**config.mk**
```make
export PLATFORM = sky130hd
export DESIGN_NAME = present_round_ctrl
export DESIGN_NICKNAME = d
export VERILOG_FILES = /design/src/rtl/present_round_ctrl.sv
export SDC_FILE = /design/constraint.sdc
export NUM_CORES = 1
export LEC_CHECK = 0
export BUFFER_PORTS_ARGS = -buffer_cell sky130_fd_sc_hd__buf_2
export CAP_MARGIN = 30
export CORE_MARGIN = 5
export CORE_UTILIZATION = 57
export DETAILED_ROUTE_END_ITERATION = 12
export GPL_TIMING_DRIVEN = 0
export PLACE_DENSITY = 0.81
export SLEW_MARGIN = 30
export SYNTH_ARGS = -nofsm -noshare
export SYNTH_HDL_FRONTEND = slang
export SYNTH_SLANG_ARGS = --single-unit
```
**constraint.sdc**
```tcl
create_clock -name clk -period 9.15 [get_ports clk]
set_input_delay 1.83 -clock clk [delete_from_list [all_inputs] [get_ports clk]]
set_output_delay 1.83 -clock clk [all_outputs]
set_load 0.005 [all_outputs]
```
**src/rtl/present_round_ctrl.sv**
```systemverilog
// Iterative PRESENT-80 encryption controller: one round per clock with the 80-bit key schedule alongside.
// Optional abort input is enabled with `define PRESENT_ABORT_EN.
module present_round_ctrl #(
    parameter int ROUNDS = 31
) (
    input  logic        clk,
    input  logic        rst,
    input  logic        start,
`ifdef PRESENT_ABORT_EN
    input  logic        abort,
`endif
    input  logic [63:0] din,
    input  logic [79:0] key,
    output logic        busy,
    output logic        done,
    output logic [63:0] dout
);
    typedef enum logic [1:0] {IDLE, RUN, FIN} fsm_e;

    fsm_e        fsm_q, fsm_d;
    logic [63:0] st_q, st_d;
    logic [79:0] k_q, k_d;
    logic [5:0]  rc_q, rc_d;
    logic        busy_q, busy_d;
    logic        done_q, done_d;
    logic [63:0] dout_q, dout_d;

    logic        abort_w;
    logic [63:0] round_out;
    logic [79:0] k_rot, k_next;

    function automatic logic [3:0] sbox(input logic [3:0] x);
        logic [3:0] y;
        case (x)
            4'h0: y = 4'hC;  4'h1: y = 4'h5;  4'h2: y = 4'h6;  4'h3: y = 4'hB;
            4'h4: y = 4'h9;  4'h5: y = 4'h0;  4'h6: y = 4'hA;  4'h7: y = 4'hD;
            4'h8: y = 4'h3;  4'h9: y = 4'hE;  4'hA: y = 4'hF;  4'hB: y = 4'h8;
            4'hC: y = 4'h4;  4'hD: y = 4'h7;  4'hE: y = 4'h1;  default: y = 4'h2;
        endcase
        return y;
    endfunction

    function automatic logic [63:0] s_layer(input logic [63:0] x);
        logic [63:0] y;
        y = '0;
        for (int n = 0; n < 16; n++) y[4*n +: 4] = sbox(x[4*n +: 4]);
        return y;
    endfunction

    function automatic logic [63:0] p_layer(input logic [63:0] x);
        logic [63:0] y;
        y     = '0;
        y[63] = x[63];
        for (int i = 0; i < 63; i++) y[(16*i) % 63] = x[i];
        return y;
    endfunction

`ifdef PRESENT_ABORT_EN
    assign abort_w = abort;
`else
    assign abort_w = 1'b0;
`endif

    // Datapath: round function on the state and next key in the schedule.
    always_comb begin
        round_out        = p_layer(s_layer(st_q ^ k_q[79:16]));
        k_rot            = {k_q[18:0], k_q[79:19]};
        k_next           = k_rot;
        k_next[79:76]    = sbox(k_rot[79:76]);
        k_next[19:15]    = k_rot[19:15] ^ rc_q[4:0];
    end

    always_comb begin
        fsm_d  = fsm_q;
        st_d   = st_q;
        k_d    = k_q;
        rc_d   = rc_q;
        busy_d = busy_q;
        done_d = 1'b0;
        dout_d = dout_q;
        case (fsm_q)
            IDLE: begin
                if (start) begin
                    st_d   = din;
                    k_d    = key;
                    rc_d   = 6'd1;
                    busy_d = 1'b1;
                    fsm_d  = RUN;
                end
            end
            RUN: begin
                if (abort_w) begin
                    busy_d = 1'b0;
                    rc_d   = '0;
                    fsm_d  = IDLE;
                end else begin
                    st_d = round_out;
                    k_d  = k_next;
                    rc_d = rc_q + 6'd1;
                    if (rc_q == 6'(ROUNDS)) fsm_d = FIN;
                end
            end
            FIN: begin
                if (abort_w) begin
                    busy_d = 1'b0;
                    rc_d   = '0;
                    fsm_d  = IDLE;
                end else begin
                    // Final key whitening with the key left by the last round.
                    dout_d = st_q ^ k_q[79:16];
                    done_d = 1'b1;
                    busy_d = 1'b0;
                    fsm_d  = IDLE;
                end
            end
            default: fsm_d = IDLE;
        endcase
    end

    always_ff @(posedge clk or posedge rst) begin
        if (rst) begin
            fsm_q  <= IDLE;
            st_q   <= '0;
            k_q    <= '0;
            rc_q   <= '0;
            busy_q <= 1'b0;
            done_q <= 1'b0;
            dout_q <= '0;
        end else begin
            fsm_q  <= fsm_d;
            st_q   <= st_d;
            k_q    <= k_d;
            rc_q   <= rc_d;
            busy_q <= busy_d;
            done_q <= done_d;
            dout_q <= dout_d;
        end
    end

    assign busy = busy_q;
    assign done = done_q;
    assign dout = dout_q;

endmodule

```
==> key figures, run 1 <==
Synth
  • Yosys top cell by area: dfrtp_1
  • Post-synthesis net count: about 1400
  • Largest cells by area after synthesis: dfrtp_1 (45%), mux4_2 (5.9%), ha_1 (5.5%)
  • #FFs+latches synth: 218
  • Post-synth EDFFs: 0
  • Register area share after synthesis: 0.4454
  • Cells after Synth: between 1000 and 1500
  • Share of the synthesized area in the top cell type: 0.4454
  • YS warnings: 0
  • Share of synthesized registers carrying an async set or reset: 1.000
  • Cell variety after synth: 39
  • Ys flop type: dfrtp_1
  • Mean Syn Cell Area: 10.20 µm²
  • Cell Area, Synth: between 10000 and 15000 µm²

Floorplanning
  • Die Y: ~160 µm
  • # rows: 53
  • IO Pins: between 200 and 250
  • Die W: 156.6 µm
  • Initial Utilization: 0.5809
  • Die Area: 24520 µm²
  • Core Region: around 21000 µm²

Layout
  • Area growth syn-to-layout: 18.47%
  • Post-route non-filler standard cell count: roughly 1700
  • Final nets: roughly 1600
  • Fill count: ~1600
  • Multi-input logic area: ~6200 µm²
  • FF+latch area: around 5500 µm²
  • Layout cells sized above 1: 0.2605
  • ANT cells: 0
  • Post-route cell area: around 15000 µm²

Flow run
  • # Max-Cap Violations: 0

Drt
  • Initial drt markers: about 1100
  • Vias per cell: roughly 6
  • Per-cell routed wire length: 23.85 µm
  • # DRC: 0
  • WL final: ~41000 µm
  • Via count: roughly 11000
  • ANT nets after route: 0
  • Total iterations of the first detailed-routing run: 5

Setup path
  • Reg2Reg Setup Slack: ~6.7 ns
  • Worst path cell trace: buf_2, nor3b_1, buf_2, buf_2, buf_2, nand2_1, a31oi_1
  • Critical-path top delay cell: buf_2
  • Worst Setup Start Kind: primary input
  • Worst Setup End Kind: register
  • Crit path max fanout: 10
  • Worst Path Required: about 9.6 ns
  • R2r worst-path depth: 6
  • FF-to-FF End: st_q[43]
  • Critical path class: primary input to register
  • CP arrival: between 3 and 4 ns
  • CP max stage delay: between 0.3 and 0.4 ns
  • Most common cell on crit path: buf_2
  • Reg-to-Reg Start: k_q[60]

Timing
  • Setup TNS: 0 ns
  • Fin Clk Skew: 0.008975 ns
  • Max Slew Vio Count: 0
  • Crit path time final: just over 3 ns
  • Slew margin rel.: 0.4082
  • Setup violators final: 0
  • Worst-Margin Slew: around 0.88 ns
  • RSZ-0062 raised after global routing: no
  • Final period util: 0.3350
  • Final hold viol count: 0
  • Peak Freq: 0.3262 GHz

CTS
  • Clock root cell: clkbuf_16
  • CTS clk-pin slew, worst paths: 0.06 ns
  • Quantity of hold-fixing buffers added after cts: 0
  • Post-CTS Setup Inserts: 0
  • H-tree depth: 1
  • Worst skew pair latency: about 0.53 ns
  • CTS tree: done
  • Num CTS Buffers: 24
  • Clock Tree Buf Depth: 3
  • TritonCTS Sinks: 218
  • PostCTS Resize Cnt: 0

GRT
  • First-pass GRT wire length: between 60000 and 70000 µm
  • Antenna violations before repair: 0
  • Grt total ovfl: 0
  • Total track usage: 0.3344
  • Pin count of the biggest net entering global routing: between 90 and 100
  • Vias in the first global route: roughly 11000

Power and ir drop
  • Comb power frac: 0.597
  • Maximum vdd drop: around 0.28 mV
  • Internal: about 4.2 mW
  • Leakage power: ~7.0 nW
  • Final Power: ~7.6 mW
  • Sw Ratio: 0.4487
  • Sequential power share: 0.274
  • Switch Pwr: approximately 3.4 mW
  • Pwr dens: about 520 nW/µm²
  • Clk pwr share: 0.129

Min path
  • Hold Path Depth: 2
  • Hold endpoint: dout[2]
  • Hold_sp: dout[2]
  • Hold Path Class: register to register

Place
  • Placed cells: roughly 1700
  • IO Port Bufs: roughly 210
  • RD Place Congestion: 1.002
  • Area post-placement: approximately 14000 µm²
  • DP HPWL: 31370 µm

Outcome
  • Status: finished, final reports clean
## flip-flops by register name, indices dropped and copies added (netlist names)
register,count
fsm_q,2
k_q,80
done,1
st_q,64
dout,64
rc_q,6
busy,1
## cell usage after synthesis, drive strengths merged (32+ instances only)
| cell | instances |
|---|---|
| a21oi | 73 |
| a22oi | 64 |
| buf | 41 |
| dfrtp | 218 |
| ha | 54 |
| inv | 66 |
| mux2i | 65 |
| mux4 | 32 |
| nand2 | 152 |
| nor2 | 150 |
| o21ai | 56 |
| xnor2 | 60 |
## how the worst max path moves through the flow
stage | depth (start not counted) | from | to
floorplan | 1 | rst | busy
global placement | 2 | rst | dout[9]
detailed placement | 7 | start | st_q[19]
CTS | 7 | start | k_q[77]
global route | 7 | start | k_q[40]
finish | 7 | start | k_q[77]
## stage by stage
stage	setup WS, ns	hold slack, ns	util
final	6.084	0.4728	0.6881
after global routing	6.136	0.4991	0.6881
after CTS	6.140	0.4787	0.6881
after detailed placement	5.625	0.4640	0.6505
after global placement	-1.067	0.4521	0.6475
after floorplan	1.356	0.4362	-
## layout make-up
| type | count | area share |
|---|---|---|
| Multi-Input combinational cell | 850 | 0.4304 |
| Sequential cell | 218 | 0.3759 |
| Timing Repair Buffer | 214 | 0.07691 |
| Clock buffer | 35 | 0.04984 |
| Tap cell | 275 | 0.02371 |
| Buffer | 67 | 0.02078 |
| Inverter | 66 | 0.01759 |
| Clock inverter | 9 | 0.004828 |
## power by group through the flow
stage | sequential, mW | combinational, mW | clock, mW
finish | 2.08 | 4.53 | 0.979
global route | 2.12 | 4.94 | 1.03
CTS | 2.06 | 4.46 | 0.982
detailed placement | 2.06 | 4.41 | 0
global placement | 2.05 | 4.23 | 0
floorplan | 1.90 | 3.25 | 0
## placed cells by master (no fill, tap or decap), drive strengths merged
cell    instances
nand3           6
buf           255
clkinv          8
dfrtp         218
nand2         152
bufinv          1
a221o          18
a31oi          18
or3b            1
a22oi          64
o21ai          56
clkbuf         61
inv            66
a211oi         17
nor3b           1
xor2           14
nor2          150
ha             54
xnor2          60
mux2           15
nor2b           3
or2             1
o22ai          30
a21oi          73
o211ai          1
mux2i          65
mux4           32
and3           15
or3             1
nand2b          3
## cell families (layout without fill, tap and decap cells)
| family | count (synthesis) | in the layout | synth area share |
|---|---|---|---|
| flip-flops | 218 | 218 | 0.4454 |
| AND/OR/NAND/NOR | 333 | 333 | 0.1085 |
| XOR/XNOR | 74 | 74 | 0.07804 |
| AO/OA/AOI/OAI | 277 | 277 | 0.1425 |
| buffers and inverters | 133 | 391 | 0.04474 |
| multiplexers | 112 | 112 | 0.1257 |
| adder cells (fa/ha/maj) | 54 | 54 | 0.05516 |
## metal layers
layer	GRT usage	part of all wire
met5	0	0
met4	0.1814	0.066
met3	0.06748	0.11
met2	0.5088	0.44
met1	0.4538	0.38
## worst max-delay path: cells and delay by family
| family | cells | cell delay [ns] |
|---|---|---|
| AO/OA/AOI/OAI | 1 | 0.19 |
| AND/OR/NAND/NOR | 2 | 0.39 |
| buffers and inverters | 4 | 1.08 |
No activity file was read; power rests on OpenSTA's default activity.
==> run 2: changes to the inputs <==
==> constraint.sdc (replaced) <==
create_clock -name clk -period 3.16 [get_ports clk]
set_input_delay 0.632 -clock clk [delete_from_list [all_inputs] [get_ports clk]]
set_output_delay 0.632 -clock clk [all_outputs]
set_load 0.005 [all_outputs]
==> run 2 against run 1 <==
Hold slack worse by 0.42 ns. Via count up 0.21%. Critical path depth down 1. First-iteration DRC count down 8.7%. Flip-flop and latch count unchanged. Critical endpoint is now dout[58]. Largest cell class unchanged.
==> key figures, run 2 (synthesized netlist as in run 1, its figures left out) <==
GRT
  • First-pass GRT wire length: 61090 µm (-0.74%)
  • Pin count of the biggest net entering global routing: 32 (-65%)
  • Vias in the first global route: 10600 (+0.24%)
  • Antenna violations before repair: 0 (unchanged)
  • Total track usage: 0.3313 (-0.003139)
  • Grt total ovfl: 0 (unchanged)

CTS
  • Clock root cell: clkbuf_16
  • Post-CTS Setup Inserts: 0 (unchanged)
  • Clock Tree Buf Depth: 3 (unchanged)
  • Worst skew pair latency: 0.53 ns (about the same)
  • TritonCTS Sinks: 218 (unchanged)
  • Num CTS Buffers: 24 (unchanged)
  • Quantity of hold-fixing buffers added after cts: 0 (unchanged)
  • PostCTS Resize Cnt: 0 (unchanged)
  • CTS clk-pin slew, worst paths: 0.06 ns (about the same)
  • CTS tree: done
  • H-tree depth: 1 (unchanged)

Timing
  • Fin Clk Skew: 0.009596 ns (+0.0006210 ns)
  • Setup violators final: 0 (unchanged)
  • Final period util: 0.7642
  • Worst-Margin Slew: 1.054 ns (+0.1690 ns)
  • Setup TNS: 0 ns (unchanged)
  • RSZ-0062 raised after global routing: no
  • Final hold viol count: 0 (unchanged)
  • Slew margin rel.: 0.2975 (-0.1107)
  • Max Slew Vio Count: 0 (unchanged)
  • Hold WS: 0.05195 ns (-0.4208 ns)
  • Peak Freq: around 0.41 GHz
  • PnR worst setup slack: 0.7452 ns (-5.339 ns)
  • Crit path time final: around 2.4 ns

Floorplanning
  • Core Region: 21090 µm² (unchanged)
  • IO Pins: 213 (unchanged)
  • Die W: 156.6 µm (unchanged)
  • Die Y: 156.6 µm (unchanged)
  • Die Area: 24520 µm² (unchanged)
  • # rows: 53 (unchanged)
  • Initial Utilization: 0.5809 (unchanged)

Drt
  • WL final: 41430 µm (+0.20%)
  • Vias per cell: 6.169 (-0.14%)
  • Total iterations of the first detailed-routing run: 7 (+2)
  • # DRC: 0 (unchanged)
  • Initial drt markers: 972 (-8.7%)
  • Via count: 10730 (+0.21%)
  • Per-cell routed wire length: 23.81 µm (-0.15%)
  • ANT nets after route: 0 (unchanged)

Power and ir drop
  • Maximum vdd drop: 0.8146 mV (+190%)
  • Pwr dens: 1506 nW/µm² (+190%)
  • Leakage power: 6.999 nW (+0.64%)

Flow run
  • # Max-Cap Violations: 0 (unchanged)

Setup path
  • CP max stage delay: 0.79 ns (+0.40 ns)
  • Reg2Reg Setup Slack: 0.75 ns (-5.99 ns)
  • CP arrival: 2.79 ns (-0.71 ns)
  • Critical path class: register to register
  • Worst Setup End Kind: register
  • Worst Setup Start Kind: register
  • Worst path cell trace: inv_1, nand2_1, inv_1, clkbuf_1, clkbuf_1, a21oi_1
  • Crit path max fanout: 10 (unchanged)
  • Worst Path Required: 3.54 ns (-6.05 ns)
  • Critical-path top delay cell: clkbuf_1

Place
  • IO Port Bufs: 212 (unchanged)
  • DP HPWL: 32030 µm (+2.1%)
  • Area post-placement: 13870 µm² (+1.1%)
  • RD Place Congestion: 0.9799 (-2.2%)
  • Place WS: 0.8356 ns (-4.790 ns)

Layout
  • Max reg flops: 80 (unchanged)
  • Area growth syn-to-layout: 19.58%
  • Final nets: 1649 (+0.43%)
  • Top reg by flops: k_q
  • Leading cell types in the layout, fill and taps excluded: buf_2 (242), dfrtp_1 (218), nand2_1 (151)
  • Layout Utilization: 0.6946 (+0.006468)
  • Layout cells sized above 1: 0.2596 (-0.0008895)
  • Most common cell after layout, fill and taps aside: buf_2
  • Post-route cell area: 14650 µm² (+0.94%)

Min path
  • Hold Path Class: primary input to asynchronous set/reset pin

Outcome
  • Status: finished, final reports clean
[run 2: cell types whose count changed in the layout (fill, tap and decap cells not counted), moves of 2 or more]
cell | before | now
buf_12 | 0 | 5
buf_16 | 2 | 4
clkbuf_8 | 6 | 3
clkinv_2 | 8 | 4
clkbuf_1 | 29 | 34
[run 2: final cells by class]
| cell class | count | area (µm²) |
|---|---|---|
| antenna | 1 | 2.502 |
| buffer | 67 | 300.3 |
| clock buffer | 36 | 696.9 |
| clock inverter | 6 | 80.08 |
| fill | 1591 | 6440 |
| inverter | 66 | 251.5 |
| multi-input combinational | 850 | 6246 |
| sequential | 218 | 5455 |
| tap | 275 | 344.1 |
| timing repair buffer | 221 | 1271 |
[run 2: worst max-delay path: cells and delay by family, from the launching register on]
family / cells / cell delay (ns)
buffers and inverters: 4 / 1.55
DFF: 1 / 0.41
AOI/OAI and AO/OA: 1 / 0.18
and+or+nand+nor: 1 / 0.11
[run 2: path summary, 6_finish.rpt]
kind,start,to,depth (start not counted)
min,rst,dout[57],2
max in group asynchronous,rst,dout[17],5
max reg2reg,fsm_q[0],dout[58],6
min reg2reg,dout[2],dout[2],2
min in group clk,key[3],k_q[3],3
max,fsm_q[0],dout[58],6
[run 2: per-layer routing]
layer	GRT usage	wire length, µm	vias to the layer above
met5	0	0	-
met4	0.1913	2882	0
met2	0.5014	18410	670
met1	0.4316	15300	5206
li1	-	-	4699
met3	0.08988	4837	159
[run 2: per-stage QoR]
step                total power [mW]  instances
finish                         22.06       1740
global route                   23.42       1739
CTS                            21.78       1739
detailed placement             18.81       1697
global placement               18.21       1688
floorplan                      14.89       1201
[run 2: power by group]
| part | total, mW | leakage [nW] | switching (mW) | internal [mW] |
|---|---|---|---|---|
| sequential | 6.00 | 2.56 | 1.64 | 4.36 |
| combinational | 13.2 | 4.06 | 7.11 | 6.13 |
| clock | 2.82 | 0.383 | 1.14 | 1.68 |
